### src/rtl/axi_wresp_pkg.sv
// Shared definitions for the AXI-Lite write-response monitor: error indices,
// BRESP encodings and the B-channel state type.
package axi_wresp_pkg;

    localparam int unsigned ERR_N          = 8;
    localparam int unsigned ERR_UNEXP_B    = 0;
    localparam int unsigned ERR_AW_OVF     = 1;
    localparam int unsigned ERR_W_OVF      = 2;
    localparam int unsigned ERR_BVALID_DROP = 3;
    localparam int unsigned ERR_BRESP_CHG  = 4;
    localparam int unsigned ERR_BREADY_TO  = 5;
    localparam int unsigned ERR_BVALID_RST = 6;
    localparam int unsigned ERR_EXOKAY     = 7;

    localparam logic [1:0] RESP_OKAY   = 2'd0;
    localparam logic [1:0] RESP_EXOKAY = 2'd1;
    localparam logic [1:0] RESP_SLVERR = 2'd2;
    localparam logic [1:0] RESP_DECERR = 2'd3;

    typedef enum logic {
        B_IDLE,
        B_STALL
    } b_state_t;

    function automatic logic [2:0] lowest_set(input logic [ERR_N-1:0] v);
        logic [2:0] idx;
        logic       found;
        idx   = '0;
        found = 1'b0;
        for (int unsigned i = 0; i < ERR_N; i++) begin
            if (v[i] && !found) begin
                idx   = 3'(i);
                found = 1'b1;
            end
        end
        return idx;
    endfunction

endpackage

### src/rtl/axi_wresp_monitor_if.sv
// AXI-Lite AW/W/B handshake signals seen by the write-response monitor.
interface axi_wresp_monitor_if;

    logic       AXI_AWVALID;
    logic       AXI_AWREADY;
    logic       AXI_WVALID;
    logic       AXI_WREADY;
    logic [1:0] AXI_BRESP;
    logic       AXI_BVALID;
    logic       AXI_BREADY;

    modport master (
        output AXI_AWVALID, AXI_WVALID, AXI_BREADY,
        input  AXI_AWREADY, AXI_WREADY, AXI_BRESP, AXI_BVALID
    );

    modport slave (
        input  AXI_AWVALID, AXI_WVALID, AXI_BREADY,
        output AXI_AWREADY, AXI_WREADY, AXI_BRESP, AXI_BVALID
    );

    modport monitor (
        input AXI_AWVALID, AXI_AWREADY, AXI_WVALID, AXI_WREADY,
              AXI_BRESP, AXI_BVALID, AXI_BREADY
    );

endinterface

### src/rtl/axi_wresp_sat_cnt.sv
// Saturating up-counter with synchronous clear; holds at MAX once reached.
module axi_wresp_sat_cnt #(
    parameter int unsigned   W   = 16,
    parameter logic [W-1:0]  MAX = '1
) (
    input  logic         clk,
    input  logic         rst,
    input  logic         clr,
    input  logic         inc,
    output logic [W-1:0] q
);

    always_ff @(posedge clk or posedge rst) begin
        if (rst) begin
            q <= '0;
        end else if (clr) begin
            q <= '0;
        end else if (inc && (q != MAX)) begin
            q <= q + W'(1);
        end
    end

endmodule

### src/rtl/axi_wresp_monitor.sv
// Passive AXI-Lite write-response protocol monitor with sticky error flags and
// saturating BRESP statistics. Optional AXI_WRESP_FIRST_ERR_EN adds first-error capture.
module axi_wresp_monitor
    import axi_wresp_pkg::*;
#(
    parameter int unsigned MAX_OUTSTANDING = 4,
    parameter int unsigned MAXWAIT         = 5,
    parameter int unsigned CNT_W           = 16,
    localparam int unsigned PW             = $clog2(MAX_OUTSTANDING + 1)
) (
    input  logic                        AXI_ACLK,
    input  logic                        AXI_ARESET,
    axi_wresp_monitor_if.monitor        axi,
    input  logic                        err_clr,
    output logic [ERR_N-1:0]            err_flags,
    output logic                        err_irq,
    output logic [PW-1:0]               aw_pend,
    output logic [PW-1:0]               w_pend,
    output logic [CNT_W-1:0]            okay_cnt,
    output logic [CNT_W-1:0]            slverr_cnt,
    output logic [CNT_W-1:0]            decerr_cnt
`ifdef AXI_WRESP_FIRST_ERR_EN
    ,
    output logic [2:0]                  first_err_idx,
    output logic [CNT_W-1:0]            first_err_time
`endif
);

    localparam int unsigned   WW       = $clog2(MAXWAIT + 1);
    localparam logic [PW-1:0] PEND_MAX = PW'(MAX_OUTSTANDING);

    logic             aw_hs, w_hs, b_hs;
    logic             aw_dec, w_dec, aw_ovf, w_ovf;
    logic [PW-1:0]    aw_pend_nxt, w_pend_nxt;
    b_state_t         state, state_nxt;
    logic [1:0]       bresp_lat;
    logic             stall_enter, stall_inc, bvalid_drop, bresp_chg;
    logic [WW-1:0]    wait_cnt;
    logic             rst_seen;
    logic [ERR_N-1:0] err_set;

    assign aw_hs = axi.AXI_AWVALID && axi.AXI_AWREADY;
    assign w_hs  = axi.AXI_WVALID  && axi.AXI_WREADY;
    assign b_hs  = axi.AXI_BVALID  && axi.AXI_BREADY;

    // Outstanding beat tracking; an overflowing beat is dropped and flagged.
    always_comb begin
        aw_dec      = b_hs && (aw_pend != '0);
        w_dec       = b_hs && (w_pend  != '0);
        aw_ovf      = aw_hs && (aw_pend == PEND_MAX) && !aw_dec;
        w_ovf       = w_hs  && (w_pend  == PEND_MAX) && !w_dec;
        aw_pend_nxt = aw_pend;
        w_pend_nxt  = w_pend;
        if (aw_hs && !aw_dec && !aw_ovf) begin
            aw_pend_nxt = aw_pend + PW'(1);
        end else if (!aw_hs && aw_dec) begin
            aw_pend_nxt = aw_pend - PW'(1);
        end
        if (w_hs && !w_dec && !w_ovf) begin
            w_pend_nxt = w_pend + PW'(1);
        end else if (!w_hs && w_dec) begin
            w_pend_nxt = w_pend - PW'(1);
        end
    end

    always_ff @(posedge AXI_ACLK or posedge AXI_ARESET) begin
        if (AXI_ARESET) begin
            state <= B_IDLE;
        end else begin
            state <= state_nxt;
        end
    end

    always_comb begin
        state_nxt   = state;
        stall_enter = 1'b0;
        stall_inc   = 1'b0;
        bvalid_drop = 1'b0;
        bresp_chg   = 1'b0;
        case (state)
            B_IDLE: begin
                if (axi.AXI_BVALID && !axi.AXI_BREADY) begin
                    state_nxt   = B_STALL;
                    stall_enter = 1'b1;
                end
            end
            B_STALL: begin
                if (!axi.AXI_BVALID) begin
                    bvalid_drop = 1'b1;
                    state_nxt   = B_IDLE;
                end else begin
                    bresp_chg = (axi.AXI_BRESP != bresp_lat);
                    if (axi.AXI_BREADY) begin
                        state_nxt = B_IDLE;
                    end else begin
                        stall_inc = 1'b1;
                    end
                end
            end
            default: state_nxt = B_IDLE;
        endcase
    end

    axi_wresp_sat_cnt #(.W(WW), .MAX(WW'(MAXWAIT))) u_wait_cnt (
        .clk (AXI_ACLK),
        .rst (AXI_ARESET),
        .clr (stall_enter),
        .inc (stall_inc),
        .q   (wait_cnt)
    );

    // Timeout fires only on the increment that reaches MAXWAIT, so once per stall.
    always_comb begin
        err_set                  = '0;
        err_set[ERR_UNEXP_B]     = b_hs && ((aw_pend == '0) || (w_pend == '0));
        err_set[ERR_AW_OVF]      = aw_ovf;
        err_set[ERR_W_OVF]       = w_ovf;
        err_set[ERR_BVALID_DROP] = bvalid_drop;
        err_set[ERR_BRESP_CHG]   = bresp_chg;
        err_set[ERR_BREADY_TO]   = stall_inc && (wait_cnt == WW'(MAXWAIT - 1));
        err_set[ERR_BVALID_RST]  = rst_seen && axi.AXI_BVALID;
        err_set[ERR_EXOKAY]      = b_hs && (axi.AXI_BRESP == RESP_EXOKAY);
    end

    always_ff @(posedge AXI_ACLK or posedge AXI_ARESET) begin
        if (AXI_ARESET) begin
            bresp_lat <= '0;
            aw_pend   <= '0;
            w_pend    <= '0;
            err_flags <= '0;
            err_irq   <= 1'b0;
            rst_seen  <= 1'b1;
        end else begin
            if (stall_enter) begin
                bresp_lat <= axi.AXI_BRESP;
            end
            aw_pend   <= aw_pend_nxt;
            w_pend    <= w_pend_nxt;
            err_flags <= (err_clr ? '0 : err_flags) | err_set;
            err_irq   <= |err_flags;
            rst_seen  <= 1'b0;
        end
    end

    axi_wresp_sat_cnt #(.W(CNT_W)) u_okay_cnt (
        .clk (AXI_ACLK),
        .rst (AXI_ARESET),
        .clr (1'b0),
        .inc (b_hs && (axi.AXI_BRESP == RESP_OKAY)),
        .q   (okay_cnt)
    );

    axi_wresp_sat_cnt #(.W(CNT_W)) u_slverr_cnt (
        .clk (AXI_ACLK),
        .rst (AXI_ARESET),
        .clr (1'b0),
        .inc (b_hs && (axi.AXI_BRESP == RESP_SLVERR)),
        .q   (slverr_cnt)
    );

    axi_wresp_sat_cnt #(.W(CNT_W)) u_decerr_cnt (
        .clk (AXI_ACLK),
        .rst (AXI_ARESET),
        .clr (1'b0),
        .inc (b_hs && (axi.AXI_BRESP == RESP_DECERR)),
        .q   (decerr_cnt)
    );

`ifdef AXI_WRESP_FIRST_ERR_EN
    logic [CNT_W-1:0] cyc_cnt;

    // A clear in the same cycle as a new error counts as rising from all-zero.
    always_ff @(posedge AXI_ACLK or posedge AXI_ARESET) begin
        if (AXI_ARESET) begin
            cyc_cnt        <= '0;
            first_err_idx  <= '0;
            first_err_time <= '0;
        end else begin
            cyc_cnt <= cyc_cnt + CNT_W'(1);
            if ((err_set != '0) && ((err_flags == '0) || err_clr)) begin
                first_err_idx  <= lowest_set(err_set);
                first_err_time <= cyc_cnt;
            end else if (err_clr) begin
                first_err_idx  <= '0;
                first_err_time <= '0;
            end
        end
    end
`endif

endmodule

### src/flat_wrapper.sv
// flat-port wrapper written by rule: the top's interface ports become plain ports
module axi_wresp_monitor_flat import axi_wresp_pkg::*;
#(
    parameter int unsigned MAX_OUTSTANDING = 4,
    parameter int unsigned MAXWAIT         = 5,
    parameter int unsigned CNT_W           = 16,
    localparam int unsigned PW             = $clog2(MAX_OUTSTANDING + 1)
)
  (AXI_ACLK, AXI_ARESET, err_clr, err_flags, err_irq, aw_pend, w_pend, okay_cnt, slverr_cnt, decerr_cnt, axi_AXI_AWVALID, axi_AXI_AWREADY, axi_AXI_WVALID, axi_AXI_WREADY, axi_AXI_BRESP, axi_AXI_BVALID, axi_AXI_BREADY);
  axi_wresp_monitor_if axi_i ();
  input  logic AXI_ACLK;
  input  logic AXI_ARESET;
  input  logic err_clr;
  output logic [ERR_N-1:0] err_flags;
  output logic err_irq;
  output logic [PW-1:0] aw_pend;
  output logic [PW-1:0] w_pend;
  output logic [CNT_W-1:0] okay_cnt;
  output logic [CNT_W-1:0] slverr_cnt;
  output logic [CNT_W-1:0] decerr_cnt;
  input wire logic [$bits(axi_i.AXI_AWVALID)-1:0] axi_AXI_AWVALID;
  input wire logic [$bits(axi_i.AXI_AWREADY)-1:0] axi_AXI_AWREADY;
  input wire logic [$bits(axi_i.AXI_WVALID)-1:0] axi_AXI_WVALID;
  input wire logic [$bits(axi_i.AXI_WREADY)-1:0] axi_AXI_WREADY;
  input wire logic [$bits(axi_i.AXI_BRESP)-1:0] axi_AXI_BRESP;
  input wire logic [$bits(axi_i.AXI_BVALID)-1:0] axi_AXI_BVALID;
  input wire logic [$bits(axi_i.AXI_BREADY)-1:0] axi_AXI_BREADY;
  assign axi_i.AXI_AWVALID = axi_AXI_AWVALID;
  assign axi_i.AXI_AWREADY = axi_AXI_AWREADY;
  assign axi_i.AXI_WVALID = axi_AXI_WVALID;
  assign axi_i.AXI_WREADY = axi_AXI_WREADY;
  assign axi_i.AXI_BRESP = axi_AXI_BRESP;
  assign axi_i.AXI_BVALID = axi_AXI_BVALID;
  assign axi_i.AXI_BREADY = axi_AXI_BREADY;
  axi_wresp_monitor #(.MAX_OUTSTANDING(MAX_OUTSTANDING), .MAXWAIT(MAXWAIT), .CNT_W(CNT_W)) u_core (.AXI_ACLK(AXI_ACLK), .AXI_ARESET(AXI_ARESET), .axi(axi_i), .err_clr(err_clr), .err_flags(err_flags), .err_irq(err_irq), .aw_pend(aw_pend), .w_pend(w_pend), .okay_cnt(okay_cnt), .slverr_cnt(slverr_cnt), .decerr_cnt(decerr_cnt));
endmodule
### config.mk
export PLATFORM = sky130hd
export DESIGN_NAME = axi_wresp_monitor_flat
export DESIGN_NICKNAME = d
export VERILOG_FILES = /design/src/rtl/axi_wresp_pkg.sv /design/src/rtl/axi_wresp_monitor_if.sv /design/src/rtl/axi_wresp_sat_cnt.sv /design/src/rtl/axi_wresp_monitor.sv /design/src/flat_wrapper.sv
export SDC_FILE = /design/constraint.sdc
export NUM_CORES = 1
export LEC_CHECK = 0
export ABC_AREA = 0
export BUFFER_PORTS_ARGS = -buffer_cell sky130_fd_sc_hd__buf_2
export CAP_MARGIN = 40
export CORE_MARGIN = 5
export CORE_UTILIZATION = 30
export DETAILED_ROUTE_END_ITERATION = 10
export PLACE_DENSITY = 0.58
export SLEW_MARGIN = 10
export SYNTH_ARGS = -nofsm -noshare
export SYNTH_HDL_FRONTEND = slang
export SYNTH_SLANG_ARGS = --single-unit
### constraint.sdc
create_clock -name AXI_ACLK -period 2.7 [get_ports AXI_ACLK]
set_input_delay 0.405 -clock AXI_ACLK [delete_from_list [all_inputs] [get_ports AXI_ACLK]]
set_output_delay 0.405 -clock AXI_ACLK [all_outputs]
set_load 0.005 [all_outputs]
== After elaboration in Yosys (flattened, before gate mapping) ==
Index checks and enable logic that the tools add are counted.
Cells by class
  add/subtract/negate cells: 8
  $mul: 0
  divide/modulo/power cells: 0
  order comparisons: 0
  equal/unequal tests: 11
  shifts and indexed selects: 0
  muxes and demuxes: 17
  bitwise operators: 2
  reductions and logical operators: 44
Operators by type and width (number)
  adder 16 x 1 -> 16 bit (second input constant): 3
  inequality test 16 bit (second input constant): 3
  logical AND 1 bit: 27
  two-way mux 3 bit: 6
  adder 3 x 1 -> 3 bit (second input constant): 3
  equality test 3 bit (second input constant): 3
  two-way mux 1 bit: 9
  two-way mux 8 bit: 1
  OR 8 bit: 1
  OR reduction 8 bit: 1
  logical NOT 1 bit: 7
  logical NOT 3 bit: 2
  nonzero test 2 bit: 3
  nonzero test 3 bit: 2
  subtractor 3 x 1 -> 3 bit (second input constant): 2
  equality test 2 bit (second input constant): 2
  inequality test 3 bit (second input constant): 1
  equality test 2 x 1 -> 1 bit (second input constant): 1
  logical NOT 2 bit: 1
  inequality test 2 bit: 1
  case mux 1 bit (2 select lines): 1
  logical OR 1 bit: 1
  NOT 1 bit: 1
Word-level totals
  register bits after elaboration: 70
  latch bits: 0
  RAM bits: 0
  memory bits (read-only): 0
  output and inout bits: 63
  word-level logic and storage cells: 93
  memories kept: 0

== Longest topological paths before layout ==
  depth after elaboration: 7
  mapped depth: 8
  gate-level depth less buffers: 7

== Cells and area by module ==
From an unflattened synthesis, not the netlist that was laid out.
Second synthesis, totals
  cell total of the unflattened synthesis: 424
  area, all modules: 4025.1 µm²
By module, submodules not included
  axi_wresp_sat_cnt (u_core.u_decerr_cnt ...): times used 3, cells an instance 101, area each 932.1 µm²
  axi_wresp_monitor: times used 1, cells an instance 104, area each 1027.2 µm²
  axi_wresp_sat_cnt (u_core.u_wait_cnt): times used 1, cells an instance 17, area each 201.4 µm²

== Least setup slack after synthesis ==
No wires, ideal clock.
  path kind: in2reg
  from: in axi_AXI_BVALID
  to: reg u_core.w_pend[2]
  data arrival time: 1.986 ns
  slack: 0.580 ns
  cell stages on the path: 8
  buffers on the path: 2
  cell sequence: buf_2 -> nand2_1 -> clkbuf_1 -> o211ai_1 -> fa_1 -> or3_1 -> nand3_1 -> o211ai_1
Between the ends
  word-level cells in the longest chain between the ends: 7
  elaborated cells on any way between the ends: 10
  classes of those cells: mux (1); reduce/logical (9)
RTL lines
  start: declaration: line flat_wrapper.sv:26  | input wire logic [$bits(axi_i.AXI_BVALID)-1:0] axi_AXI_BVALID;
  logical AND 1 bit (*): line axi_wresp_monitor.sv:44  | assign b_hs = axi.AXI_BVALID && axi.AXI_BREADY;
  logical AND 1 bit (*): line axi_wresp_monitor.sv:49  | w_dec = b_hs && (w_pend != '0);
  logical NOT 1 bit: line axi_wresp_monitor.sv:51, axi_wresp_monitor.sv:59
  logical AND 1 bit: line axi_wresp_monitor.sv:51  | w_ovf = w_hs && (w_pend == PEND_MAX) && !w_dec;
  logical NOT 1 bit: line axi_wresp_monitor.sv:59  | if (w_hs && !w_dec && !w_ovf) begin
  logical AND 1 bit: line axi_wresp_monitor.sv:59
  two-way mux 3 bit / nonzero test 2 bit (equally long branches)
  end signal: assignment: line axi_wresp_monitor.sv:138  | w_pend <= w_pend_nxt;
  end: declaration: line axi_wresp_monitor.sv:18  | output logic [PW-1:0] w_pend,
Every way passes the cells marked *; elsewhere a longest branch is shown, timed or not.
A chain may end at the register's enable or synchronous reset.

== Worst setup path after layout ==
  from: reg u_core.w_pend[0]
  to: reg u_core.w_pend[2]
Between the ends
  word-level cells in the longest chain between the ends: 7
  elaborated cells on any way between the ends: 15
  classes of those cells: add/sub (2); eq/ne (1); mux (2); reduce/logical (10)
RTL lines
  parallel branches: the longest is 7 deep, another holds subtractor 3 x 1 -> 3 bit
Several ways; the timed one is not identified. The select of a mux whose other input is x is not followed.

==> qor_table.md <==
| Metric | Value |
|---|---|
| Minimum setup slack among reg-to-reg paths | 700 ps |
| Setup TNS | 0 ps |
| Clock tree buffer depth | 2 |
| Fraction of layout instances using a drive strength above 1 | 25.2% |
| Buffer type at the clock tree root | sky130_fd_sc_hd__clkbuf_16 |
| Via count of the first global-routing pass | 3,083 |
| Fraction of post-synthesis cell area in the top cell type by area | 47.2% |
| Input/output buffers | 73 |
| Die outline height | 120 um |
| Most frequent cells in the layout | sky130_fd_sc_hd__buf_2 (73), sky130_fd_sc_hd__dfrtp_1 (69), sky130_fd_sc_hd__nand2_1 (34) |
| Worst stage delay on the critical path | 470 ps |
| Global-route wire length before repair | 15,200 um |
| Most area-hungry cell type in the Yosys netlist | sky130_fd_sc_hd__dfrtp_1 |
| Max-cap violations | 0 |
| Per-cell via count in the routed design | 5.18 |
| Biggest area contributors in the synthesized netlist | sky130_fd_sc_hd__dfrtp_1 (47%), sky130_fd_sc_hd__nand3_1 (4.4%), sky130_fd_sc_hd__xor2_1 (4.3%) |
| Type of destination of the critical path | flop |
| WL final | 8850 um |
| Crit path kind | reg -> reg |
| Final worst clock skew | 5.63 ps |
| Area inside the core boundary | 0.0120 mm2 |
| Number of standard cells after synthesis | 366 |
| Synthesized area per cell | 9.99 um2 |
| F_max | 500 MHz |
| Clock tree from TritonCTS | built |
| Cell type with the highest occurrence count on the critical path | sky130_fd_sc_hd__o211ai_1 |
| Final HPWL DP | 6390 um |
| Number of detailed-routing iterations run before antenna repair | 5 |
| Smallest hold slack | 207 ps |
| Total of warnings raised by yosys | 0 |
| CP Cell Sequence | nor2_1 -> o211ai_1 -> fa_1 -> or3_1 -> nand3_1 -> o211ai_1 |
| Post-CTS Hold Fix Bufs | 0 |
| Initial core utilization | 30.6% |
| Width of the chip | 120 um |
| Number of gates resized after CTS | 0 |
| Number of sinks on the clock net | 70 |
| Relative slew slack | 49.3% |
| Data arrival, critical path | 2210 ps |
| Netlist Area Pre-Place | 0.00365 mm2 |
| Endpoint required time on the critical path | 2910 ps |
| Slew at the pin closest to its max-slew limit | 759 ps |
| Worst setup SP type | flop |
| Slew Viols, Final | 0 |
| TritonCTS Buffers | 9 |
| Number of placement rows | 40 |
| Outcome | complete, no violations |
| Max IR drop VDD | 0.346 mV |
| PD cells | 756 mW/mm2 |
| Final hold violation count | 0 |
| Number of distinct standard cells referenced by the synthesized netlist | 49 |
| Most common flop cell mapped by yosys | sky130_fd_sc_hd__dfrtp_1 |
| Diode count | 0 |
| Share of the core filled with cells | 37.8% |
| Most common library cell in the layout ignoring fill and taps | sky130_fd_sc_hd__buf_2 |
| Buffer count from post-CTS setup fixing | 0 |
| Number of nets at the end of the flow | 463 |
| Pin count of the biggest net entering global routing | 39 |
| Die Outline Area | 0.0145 mm2 |
| ANT nets after route | 0 |
| Logic depth of the worst register-to-register path | 6 |
| H-tree Lvls | 3 |
| Clock latency reported for the late side of the worst-skew pair | 330 ps |
| Post-synthesis sequential area ratio | 48.0% |
| Number of DRC markers after the initial detailed-route iteration | 218 |
| Remaining global-route overflow | 0 |
| FF-to-FF Start | u_core.w_pend[0] |
| Number of placed I/O pins | 74 |
| Crit Reg-Reg Endpoint | u_core.w_pend[2] |
| Total power consumption of the routed design | 3.41 mW |
| Number of enable-type register cells in the synthesized netlist | 0 |
| Leakage Power | 2.08 nW |
| Layout overhead on the synthesized area | 23.7% |
| Overall routing resource usage | 13.1% |
| Clock transition at path regs | 60 ps |
| Slack of the critical path | 698 ps |
| Antenna violations before repair | 1 |
| Async S/R FF share, synth | 100% |
| Per-cell routed wire length | 14.8 um |
| RSZ-0062 raised after global routing | false |
| Post-placement setup slack | 528 ps |
| Final critical-path share of the clock period | 74.1% |
| Synthesized flop and latch total | 70 |
| Min cycle time layout | 2000 ps |
| Critical Path Slowest Stage Cell | sky130_fd_sc_hd__dfrtp_1 |
| Final setup violating endpoints | 0 |
| Total via count in the routed design | 3,086 |
| Critical path peak fanout | 8 |
| Post-Syn Nets | 385 |
| GP Congestion | 0.825 |
| Type of the worst min-delay path | in -> async |
| Post-detailed-route DRC marker count | 0 |
-- metrics by stage --
| step | instance area (um2) | cells |
|---|---|---|
| after global routing | 4520 | 596 |
| after detailed placement | 4200 | 580 |
| after CTS | 4520 | 596 |
| final | 4520 | 596 |
| after global placement | 4200 | 580 |
| after floorplan | 3650 | 366 |
-- worst max-delay path, delay by kind of cell, from the launching register on --
| kind | cells | cell delay (ps) |
|---|---|---|
| flip-flops | 1 | 470 |
| AND/OR/NAND/NOR | 3 | 740 |
| AO/OA/AOI/OAI | 2 | 220 |
| adder cells (fa/ha/maj) | 1 | 440 |
-- kinds of logic after synthesis --
kind of cell             count (synthesis)  synth area share, %
buffers and inverters                   29                 3.25
adder cells (fa/ha/maj)                  8                 3.15
multiplexers                            11                 3.36
AND/OR/NAND/NOR                        152                 22.5
flip-flops                              70                 48.0
other                                    1                0.103
AO/OA/AOI/OAI                           61                 11.5
XOR/XNOR                                34                 8.15
-- per-layer routing --
layer	global-route usage [%]	wire length, um	vias to the layer above
li1	-	-	1494
met1	15.7	3900	1518
met2	21.2	4230	63
met3	6.27	623	9
met4	3.33	80	2
met5	0	13	-
-- how the worst max path moves through the flow --
stage	from	endpoint	slack, ps	cells after the start
floorplan	AXI_ARESET	u_core.aw_pend[0]	530	1
global placement	axi_AXI_BVALID	u_core.w_pend[2]	610	7
detailed placement	axi_AXI_BVALID	u_core.aw_pend[2]	530	7
CTS	u_core.aw_pend[0]	u_core.aw_pend[2]	700	5
global route	u_core.w_pend[0]	u_core.w_pend[2]	520	6
finish	u_core.w_pend[0]	u_core.w_pend[2]	700	6
-- cell usage after synthesis, drive strengths merged, types with 4 or more instances --
cell type and n:
nand3 32, or3 5, nor3 15, o211ai 10, nand4 15, inv 19
mux2 10, nor4 11, a21oi 12, clkbuf 7, dfrtp 69, xor2 18
and2 4, nand2 34, ha 6, xnor2 16, and3 7, nor2 19
o21ai 12
-- final cells by class --
type | instances | area (um2)
repair buffers | 77 | 408
inverters | 19 | 71.3
clock inverters | 3 | 40.0
well taps | 147 | 184
flip-flops and latches | 70 | 1750
fillers | 1200 | 7440
multi-input cells | 267 | 1780
clock buffers | 13 | 280
-- sequential cells by signal, summed over array words and instances (netlist names) --
signal,cells
u_core.aw_pend,3
u_core.bresp_lat,2
u_core.err_flags,8
u_core.err_irq,1
u_core.rst_seen,1
u_core.state,1
u_core.u_decerr_cnt.q,16
u_core.u_okay_cnt.q,16
u_core.u_slverr_cnt.q,16
u_core.u_wait_cnt.q,3
u_core.w_pend,3
-- power by group --
part | switching, mW | internal (mW)
logic | 0.366 | 0.343
clock network | 0.438 | 0.812
registers | 0.242 | 1.21
No activity file was read; power rests on OpenSTA's default activity.
